===== src/rtl/serial_pattern_gen.sv =====
// rtl/serial_pattern_gen.sv - MSB-first serial pattern generator with shadow 0101/1010 detector; optional PRBS7 idle fill under SERIAL_PATTERN_GEN_PRBS_EN
module serial_pattern_gen #(
    parameter int WIDTH = 8,
    parameter int DIV   = 4
) (
    input  logic             clk,
    input  logic             reset,
`ifdef SERIAL_PATTERN_GEN_PRBS_EN
    input  logic             prbs_en,
`endif
    input  logic             load_valid,
    output logic             load_ready,
    input  logic [WIDTH-1:0] load_data,
    output logic             d_out,
    output logic             d_valid,
    output logic             busy,
    output logic             done,
    output logic             exp_match,
    output logic [7:0]       exp_count
);

    localparam int DIV_W = (DIV > 1) ? $clog2(DIV) : 1;
    localparam int IDX_W = $clog2(WIDTH);
    localparam logic [DIV_W-1:0] DIV_LAST = DIV_W'(DIV - 1);
    localparam logic [IDX_W-1:0] IDX_LAST = IDX_W'(WIDTH - 1);

    typedef enum logic {
        ST_IDLE,
        ST_SHIFT
    } state_t;

    // Shadow detector states: A* track a 0101 prefix, B* track a 1010 prefix.
    typedef enum logic [2:0] {
        SH_S0,
        SH_A0,
        SH_A01,
        SH_A010,
        SH_B1,
        SH_B10,
        SH_B101
    } shadow_t;

    state_t           state_q, state_d;
    shadow_t          shadow_q, shadow_d;
    logic [WIDTH-1:0] shift_q, shift_d;
    logic [IDX_W-1:0] idx_q, idx_d;
    logic [DIV_W-1:0] div_q, div_d;
    logic [7:0]       count_q, count_d;
    logic             done_q, done_d;

    logic             bit_tick;
    logic             prbs_active;
    logic             prbs_bit;

    assign bit_tick = (div_q == DIV_LAST);

`ifdef SERIAL_PATTERN_GEN_PRBS_EN
    logic [6:0] lfsr_q, lfsr_d;

    assign prbs_active = (state_q == ST_IDLE) && prbs_en;
    assign prbs_bit    = lfsr_q[6];

    // PRBS7 (x^7+x^6+1) advances once per emitted idle bit; state survives words.
    always_comb begin
        lfsr_d = lfsr_q;
        if (prbs_active && bit_tick) begin
            lfsr_d = {lfsr_q[5:0], lfsr_q[6] ^ lfsr_q[5]};
        end
    end

    // LFSR register, seeded to all ones.
    always_ff @(posedge clk or posedge reset) begin
        if (reset) begin
            lfsr_q <= 7'h7F;
        end else begin
            lfsr_q <= lfsr_d;
        end
    end
`else
    assign prbs_active = 1'b0;
    assign prbs_bit    = 1'b0;
`endif

    // State and datapath registers.
    always_ff @(posedge clk or posedge reset) begin
        if (reset) begin
            state_q  <= ST_IDLE;
            shadow_q <= SH_S0;
            shift_q  <= '0;
            idx_q    <= '0;
            div_q    <= '0;
            count_q  <= 8'd0;
            done_q   <= 1'b0;
        end else begin
            state_q  <= state_d;
            shadow_q <= shadow_d;
            shift_q  <= shift_d;
            idx_q    <= idx_d;
            div_q    <= div_d;
            count_q  <= count_d;
            done_q   <= done_d;
        end
    end

    // Next state: leave IDLE on an accepted load, return when the last bit period wraps.
    always_comb begin
        state_d = state_q;
        case (state_q)
            ST_IDLE:  if (load_valid) state_d = ST_SHIFT;
            ST_SHIFT: if (bit_tick && (idx_q == IDX_LAST)) state_d = ST_IDLE;
            default:  state_d = ST_IDLE;
        endcase
    end

    // Datapath next values: capture, bit-period divider, bit index, match counter.
    always_comb begin
        shift_d = shift_q;
        idx_d   = idx_q;
        div_d   = div_q;
        count_d = count_q;
        done_d  = 1'b0;
        case (state_q)
            ST_IDLE: begin
                if (load_valid) begin
                    shift_d = load_data;
                    idx_d   = '0;
                    div_d   = '0;
                    count_d = 8'd0;
                end else if (prbs_active) begin
                    div_d = bit_tick ? '0 : div_q + 1'b1;
                end else begin
                    div_d = '0;
                end
            end
            ST_SHIFT: begin
                if (exp_match && (count_q != 8'hFF)) begin
                    count_d = count_q + 8'd1;
                end
                if (bit_tick) begin
                    div_d = '0;
                    if (idx_q == IDX_LAST) begin
                        done_d = 1'b1;
                    end else begin
                        idx_d   = idx_q + 1'b1;
                        shift_d = {shift_q[WIDTH-2:0], 1'b0};
                    end
                end else begin
                    div_d = div_q + 1'b1;
                end
            end
            default: ;
        endcase
    end

    // Shadow detector steps once per emitted bit, using the bit on d_out.
    always_comb begin
        shadow_d = shadow_q;
        if (d_valid) begin
            case (shadow_q)
                SH_S0:   shadow_d = d_out ? SH_B1   : SH_A0;
                SH_A0:   shadow_d = d_out ? SH_A01  : SH_A0;
                SH_A01:  shadow_d = d_out ? SH_B1   : SH_A010;
                SH_A010: shadow_d = d_out ? SH_B101 : SH_A0;
                SH_B1:   shadow_d = d_out ? SH_B1   : SH_B10;
                SH_B10:  shadow_d = d_out ? SH_B101 : SH_A0;
                SH_B101: shadow_d = d_out ? SH_B1   : SH_A010;
                default: shadow_d = SH_S0;
            endcase
        end
    end

    // Outputs decoded from state, divider and shadow state.
    always_comb begin
        load_ready = (state_q == ST_IDLE);
        busy       = (state_q == ST_SHIFT);
        d_valid    = ((state_q == ST_SHIFT) || prbs_active) && (div_q == '0);
        if (state_q == ST_SHIFT) begin
            d_out = shift_q[WIDTH-1];
        end else begin
            d_out = prbs_active & prbs_bit;
        end
        exp_match = d_valid && (((shadow_q == SH_A010) && d_out) ||
                                ((shadow_q == SH_B101) && !d_out));
        done      = done_q;
        exp_count = count_q;
    end

endmodule

===== config.mk =====
export PLATFORM = sky130hd
export DESIGN_NAME = serial_pattern_gen
export DESIGN_NICKNAME = d
export VERILOG_FILES = /design/src/rtl/serial_pattern_gen.sv
export SDC_FILE = /design/constraint.sdc
export NUM_CORES = 1
export LEC_CHECK = 0
export BUFFER_PORTS_ARGS = -buffer_cell sky130_fd_sc_hd__buf_2
export CAP_MARGIN = 20
export CORE_MARGIN = 4
export CORE_UTILIZATION = 54
export DETAILED_ROUTE_END_ITERATION = 12
export GPL_TIMING_DRIVEN = 0
export HOLD_SLACK_MARGIN = 0.03
export PLACE_DENSITY = 0.8
export RECOVER_POWER = 100
export SYNTH_ARGS = -nofsm -noshare
export SYNTH_HDL_FRONTEND = slang
export SYNTH_SLANG_ARGS = --single-unit

===== constraint.sdc =====
create_clock -name clk -period 1.9 [get_ports clk]
set_input_delay 0.285 -clock clk [delete_from_list [all_inputs] [get_ports clk]]
set_output_delay 0.285 -clock clk [all_outputs]
set_load 0.005 [all_outputs]

After elaboration in Yosys (flattened, before gate mapping). Cells that the tools add are included.

Flip-flop bits (word level): 26. Bits in latches: 0. RAM bits: 0. ROM bits: 0. Input bits: 11. Output and inout bits: 14. Logic and storage cells: 64. Memories: 0.

Add/subtract/negate cells: 3. Multipliers: 0. Div/mod/pow operators: 0. Order comparisons: 0. Equal/unequal tests: 13. Shift-type cells: 0. Mux-type cells: 26. Bitwise logic cells: 1. Reductions and logical operators: 14.

Operator list (number): $mux W8 (5); $pmux W8 S2 (2); $mux W3 (6); $pmux W3 S5 (1); $eq A3 B3 Y1 const B (4); $add A8 B1 Y8 const B (1); $ne A8 B8 Y1 const B (1); $mux W1 (7); $eq A3 B2 Y1 const B (2); $logic_and A1 B1 Y1 (6); $pmux W3 S2 (1); $mux W2 (2); $ne A2 B1 Y1 const B (2); $ne A2 B2 Y1 const B (2); $pmux W2 S2 (1); $reduce_or A2 Y1 (2); $add A3 B1 Y3 const B (1); $eq A3 B1 Y1 const B (1); $logic_not A3 Y1 (1); $reduce_and A3 Y1 (1); $add A2 B1 Y2 const B (1); $eq A2 B2 Y1 const B (1); $logic_not A2 Y1 (1); $pmux W1 S2 (1); other kinds (4) (4).

Depth between registers and ports, before layout.
Depth in word-level cells: 8. Gate-level depth with buffers: 7. Gate-level depth less buffers: 6.

Worst setup path after synthesis. Ideal clock, no wire load.

Path kind: reg-to-reg. Start point: reg count_q[0], in the netlist exp_count[0]. End point: reg count_q[4], in the netlist exp_count[4]. Setup time: 0.116 ns. Arrival time: 1.620 ns. Setup slack: 0.164 ns. Cell stages (with the launch flop): 6. Path through: dfrtp_1 -> ha_1 -> and4_1 -> and2b_2 -> or4_1 -> o311ai_0.

Longest elaborated chain between the ends: 4. Elaborated cells on any way between the ends: 7.

RTL lines: start, declared (line 48) `logic [7:0] count_q, count_d;`; start signal, assigned (line 100) `count_q <= count_d;`; parallel branches: the longest is 4 deep, another holds $add A8 B1 Y8.

Parallel ways; which one is timed is not known. The select of a mux whose other input is x is not followed. A chain may end at the register's enable or synchronous reset.

Worst setup path in the final report. Same ends and word-level chain as after synthesis.

==> report_table.html <==
<table>
<tr><th>Metric</th><th>Value</th></tr>
<tr><th colspan="2">Yosys</th></tr>
<tr><td>Total of flip-flops plus latches after synthesis</td><td>26</td></tr>
<tr><td>Area of the mapped netlist</td><td>1380 sq um</td></tr>
<tr><td>Cells taking the most area after synthesis</td><td>sky130_fd_sc_hd__dfrtp_1 47%, sky130_fd_sc_hd__mux2i_1 5.1%, sky130_fd_sc_hd__ha_1 4.5%, sky130_fd_sc_hd__nor2_1 3.8%, sky130_fd_sc_hd__a21oi_1 2.9%</td></tr>
<tr><td>Count of mapped cells out of synthesis</td><td>between 100 and 150</td></tr>
<tr><td>Cell type with the largest total area after synthesis</td><td>sky130_fd_sc_hd__dfrtp_1</td></tr>
<tr><td>Yosys warnings</td><td>0</td></tr>
<tr><td>Sequential cell area fraction in the yosys report</td><td>0.470</td></tr>
<tr><td>Syn nets</td><td>151</td></tr>
<tr><td>Area share of the largest cell type after synthesis</td><td>0.470</td></tr>
<tr><td>Mean post-synth cell area</td><td>10.3 sq um</td></tr>
<tr><td>Library cells used by synthesis</td><td>39</td></tr>
<tr><th colspan="2">Routing</th></tr>
<tr><td>Final wirelength</td><td>2840 um</td></tr>
<tr><td>TritonRoute pass-1 iters</td><td>4</td></tr>
<tr><td>Via Count</td><td>between 1000 and 1500</td></tr>
<tr><td>Top layer reached by signal wires</td><td>met4</td></tr>
<tr><td>M1 WL</td><td>1180 um</td></tr>
<tr><td>Detailed-routed wire length on met3</td><td>127 um</td></tr>
<tr><td>Routed wirelength normalized by instance count</td><td>between 10 and 15 um</td></tr>
<tr><td>Routed via count divided by cell count</td><td>roughly 5.9</td></tr>
<tr><td>Remaining antenna violation count after routing</td><td>0</td></tr>
<tr><td>Number of DRC markers in iteration 0</td><td>between 40 and 50</td></tr>
<tr><td>Sum of met2 wire segment lengths after detailed routing</td><td>roughly 1500 um</td></tr>
<tr><td>DRC violations left</td><td>0</td></tr>
<tr><th colspan="2">Finish</th></tr>
<tr><td>Final core area utilization</td><td>0.646</td></tr>
<tr><td>Leading cell types in the layout, fill and taps excluded</td><td>25 x sky130_fd_sc_hd__dfrtp_1, 23 x sky130_fd_sc_hd__buf_2, 14 x sky130_fd_sc_hd__nor2_1, 9 x sky130_fd_sc_hd__inv_1</td></tr>
<tr><td>Fill cell total of the finished layout</td><td>196</td></tr>
<tr><td>Diodes inserted</td><td>0</td></tr>
<tr><td>Share of post-route cells with drive strength above 1</td><td>0.258</td></tr>
<tr><td>Final nets</td><td>180</td></tr>
<tr><td>Most common library cell in the layout ignoring fill and taps</td><td>sky130_fd_sc_hd__dfrtp_1</td></tr>
<tr><td>Area Growth Syn to Fin</td><td>14.6%</td></tr>
<tr><th colspan="2">Power</th></tr>
<tr><td>Overall power after layout</td><td>1950 uW</td></tr>
<tr><td>Largest vdd supply drop</td><td>0.832 mV</td></tr>
<tr><td>Leakage dissipation</td><td>between 0.0007 and 0.0008 uW</td></tr>
<tr><td>Power density cells</td><td>1230 nW/um^2</td></tr>
<tr><th colspan="2">Clocking</th></tr>
<tr><td>Clock latency reported for the late side of the worst-skew pair</td><td>0.33 ns</td></tr>
<tr><td>CTS Sinks</td><td>26</td></tr>
<tr><td>Clock transition time at the flip-flop clock pins of the worst setup and hold paths</td><td>0.14 ns</td></tr>
<tr><td>Clock tree from TritonCTS</td><td>built</td></tr>
<tr><td>Hold Buf Count CTS</td><td>0</td></tr>
<tr><td>H-tree lvl count</td><td>1</td></tr>
<tr><td>Clock tree root buffer cell</td><td>sky130_fd_sc_hd__clkbuf_4</td></tr>
<tr><td>CTS max path bufs</td><td>2</td></tr>
<tr><td>Number of buffers created by CTS</td><td>3</td></tr>
<tr><th colspan="2">Die</th></tr>
<tr><td>Die height</td><td>around 60 um</td></tr>
<tr><td>Area of the die</td><td>around 3400 sq um</td></tr>
<tr><td>Initial Utilization</td><td>0.564</td></tr>
<tr><td>Horizontal die dimension</td><td>58.6 um</td></tr>
<tr><td>IO Count</td><td>25</td></tr>
<tr><td>Count of standard-cell rows</td><td>18</td></tr>
<tr><td>CORE AREA</td><td>around 2500 sq um</td></tr>
<tr><th colspan="2">Placed design</th></tr>
<tr><td>Number of port buffers</td><td>24</td></tr>
<tr><td>Routability cong.</td><td>roughly 0.82</td></tr>
<tr><td>Half-perimeter wire length of the detailed placement result</td><td>2020 um</td></tr>
<tr><th colspan="2">Hold path</th></tr>
<tr><td>Path class of the lowest-slack min-delay path</td><td>input pin to asynchronous set/reset pin</td></tr>
<tr><th colspan="2">STA</th></tr>
<tr><td>Portion of the clock cycle consumed by the worst path in the final layout</td><td>0.981</td></tr>
<tr><td>Clock Skew</td><td>approximately 0.0061 ns</td></tr>
<tr><td>Fin. Hold Viols</td><td>0</td></tr>
<tr><td>Transition time at the pin with the least slew margin</td><td>0.956 ns</td></tr>
<tr><td>Relative slew slack</td><td>0.362</td></tr>
<tr><td>Number of endpoints failing setup at the final stage</td><td>0</td></tr>
<tr><td>Achievable Freq</td><td>about 540 MHz</td></tr>
<tr><td>Post-route minimum period</td><td>1.86 ns</td></tr>
<tr><td>Max-slew violations</td><td>0</td></tr>
<tr><td>Unrepaired setup endpoints after global routing</td><td>true</td></tr>
<tr><th colspan="2">Critical path</th></tr>
<tr><td>Number of cell instances on the worst register-to-register path</td><td>5</td></tr>
<tr><td>Required time of the critical path</td><td>about 2.1 ns</td></tr>
<tr><td>Data arrival at the endpoint of the critical path</td><td>around 2.1 ns</td></tr>
<tr><td>Critical Path Sink Type</td><td>flop</td></tr>
<tr><td>Critical Path Source</td><td>exp_count[0]</td></tr>
<tr><td>Setup CP Type</td><td>flop to flop</td></tr>
<tr><td>FF-to-FF Start</td><td>exp_count[0]</td></tr>
<tr><td>Reg-to-reg slack, setup</td><td>approximately 0.036 ns</td></tr>
<tr><td>End of the worst register-to-register path</td><td>exp_count[4]</td></tr>
<tr><td>Maximum net fanout on the critical path</td><td>4</td></tr>
<tr><td>Kind of start point of the critical path</td><td>flop</td></tr>
<tr><th colspan="2">GRT</th></tr>
<tr><td>Maximum number of pins on one net before global-route repair</td><td>27</td></tr>
<tr><td>Initial antenna violation count</td><td>0</td></tr>
<tr><td>Combined global-route utilization of all metal layers</td><td>0.166</td></tr>
<tr><td>Via count of the first global-routing pass</td><td>approximately 1000</td></tr>
<tr><td>Remaining Overflow, GRT</td><td>0</td></tr>
<tr><td>Global-route wire length before repair</td><td>about 4400 um</td></tr>
<tr><th colspan="2">Outcome</th></tr>
<tr><td>Outcome</td><td>completed</td></tr>
<tr><th colspan="2">Job</th></tr>
<tr><td>Max-capacitance violation count</td><td>0</td></tr>
</table>
## registers in the layout, indices dropped and copies added (netlist names)
name and cells:
shadow_q 3, exp_count 8, busy 1, done 1
div_q 2, idx_q 3, shift_q 8
## per-layer routing
layer,track usage,vias up
li1,-,554
met1,0.204,559
met2,0.289,24
met3,0.0263,6
met4,0.0680,0
met5,0,-
## cells in the mapped netlist
cell                        number
sky130_fd_sc_hd__dfrtp_1        26
sky130_fd_sc_hd__nor2_1         14
sky130_fd_sc_hd__inv_1           9
sky130_fd_sc_hd__a21oi_1         8
sky130_fd_sc_hd__nand3_1         8
sky130_fd_sc_hd__mux2i_1         7
sky130_fd_sc_hd__nand2_1         7
sky130_fd_sc_hd__and2_1          5
sky130_fd_sc_hd__ha_1            5
sky130_fd_sc_hd__o21ai_0         5
sky130_fd_sc_hd__a22o_1          3
sky130_fd_sc_hd__clkbuf_1        3
sky130_fd_sc_hd__a211o_1         2
sky130_fd_sc_hd__a221o_1         2
sky130_fd_sc_hd__a221oi_2        2
sky130_fd_sc_hd__and2b_2         2
sky130_fd_sc_hd__nand2b_1        2
sky130_fd_sc_hd__nor3_1          2
sky130_fd_sc_hd__nor3b_1         2
sky130_fd_sc_hd__o311ai_0        2
sky130_fd_sc_hd__a21o_1          1
sky130_fd_sc_hd__a21o_2          1
sky130_fd_sc_hd__a22oi_1         1
sky130_fd_sc_hd__a311oi_1        1
sky130_fd_sc_hd__a32o_1          1
sky130_fd_sc_hd__and3_1          1
sky130_fd_sc_hd__and3b_2         1
sky130_fd_sc_hd__and4_1          1
sky130_fd_sc_hd__buf_6           1
sky130_fd_sc_hd__inv_2           1
sky130_fd_sc_hd__mux2_2          1
sky130_fd_sc_hd__nand3b_1        1
sky130_fd_sc_hd__nor3b_2         1
sky130_fd_sc_hd__nor4_1          1
sky130_fd_sc_hd__o2111ai_4       1
sky130_fd_sc_hd__o211ai_1        1
sky130_fd_sc_hd__or2_2           1
sky130_fd_sc_hd__or3_1           1
sky130_fd_sc_hd__or4_1           1
## timing repair
item | in CTS | in global routing
cloned | 0 | 1
endpoints found under the setup margin | 1 | 9
gates resized for setup | 0 | 4
setup buffers | 0 | 0
pin swaps | 1 | 1
## worst max path at each step
stage | end | slack (ns)
2_1_floorplan | exp_count[4] | 0.16
3_3_place_gp | exp_count[4] | 0.11
3_5_place_dp | exp_count[4] | 0.09
4_1_cts | exp_match | 0.007
5_1_grt | exp_match | -0.02
6_report | exp_count[4] | 0.04
## final cells by class
type	instances	area [sq um]	area share
Clock buffer	4	36.3	0.0229
Timing Repair Buffer	24	120	0.0757
Inverter	10	37.5	0.0237
Buffer	3	18.8	0.0118
Tap cell	30	37.5	0.0237
Multi-Input combinational cell	96	684	0.431
Sequential cell	26	652	0.411
## worst max-delay path, stage by stage, from the launching register on
cell and delay, ns:
sky130_fd_sc_hd__dfrtp_1 0.44, sky130_fd_sc_hd__ha_2 0.22, sky130_fd_sc_hd__and4_1 0.26, sky130_fd_sc_hd__and2b_2 0.24, sky130_fd_sc_hd__or4_1 0.51, sky130_fd_sc_hd__o311ai_0 0.10
## logic make-up after synthesis
family / synth area share
flip-flops: 0.470
AO/OA/AOI/OAI: 0.183
multiplexers: 0.0588
buffers and inverters: 0.0434
adder cells (fa/ha/maj): 0.0452
AND/OR/NAND/NOR: 0.200
## through the flow
| stage | area [sq um] | hold WS (ns) | setup slack (ns) | setup TNS (ns) | instances |
|---|---|---|---|---|---|
| 2_1_floorplan | 1380 | 0.325 | 0.164 | 0 | 135 |
| 3_3_place_gp | 1540 | 0.463 | 0.105 | 0 | 189 |
| 3_5_place_dp | 1540 | 0.460 | 0.0854 | 0 | 189 |
| 4_1_cts | 1580 | 0.169 | 0.00670 | 0 | 193 |
| 5_1_grt | 1590 | 0.166 | -0.0247 | -0.0540 | 193 |
| 6_report | 1590 | 0.141 | 0.0359 | 0 | 193 |
## power by group
part	leakage, uW	switching (uW)	internal [uW]
logic	0.000469	405	355
registers	0.000306	161	742
clock network	0.0000210	170	118
(Power assumes the default switching activity.)
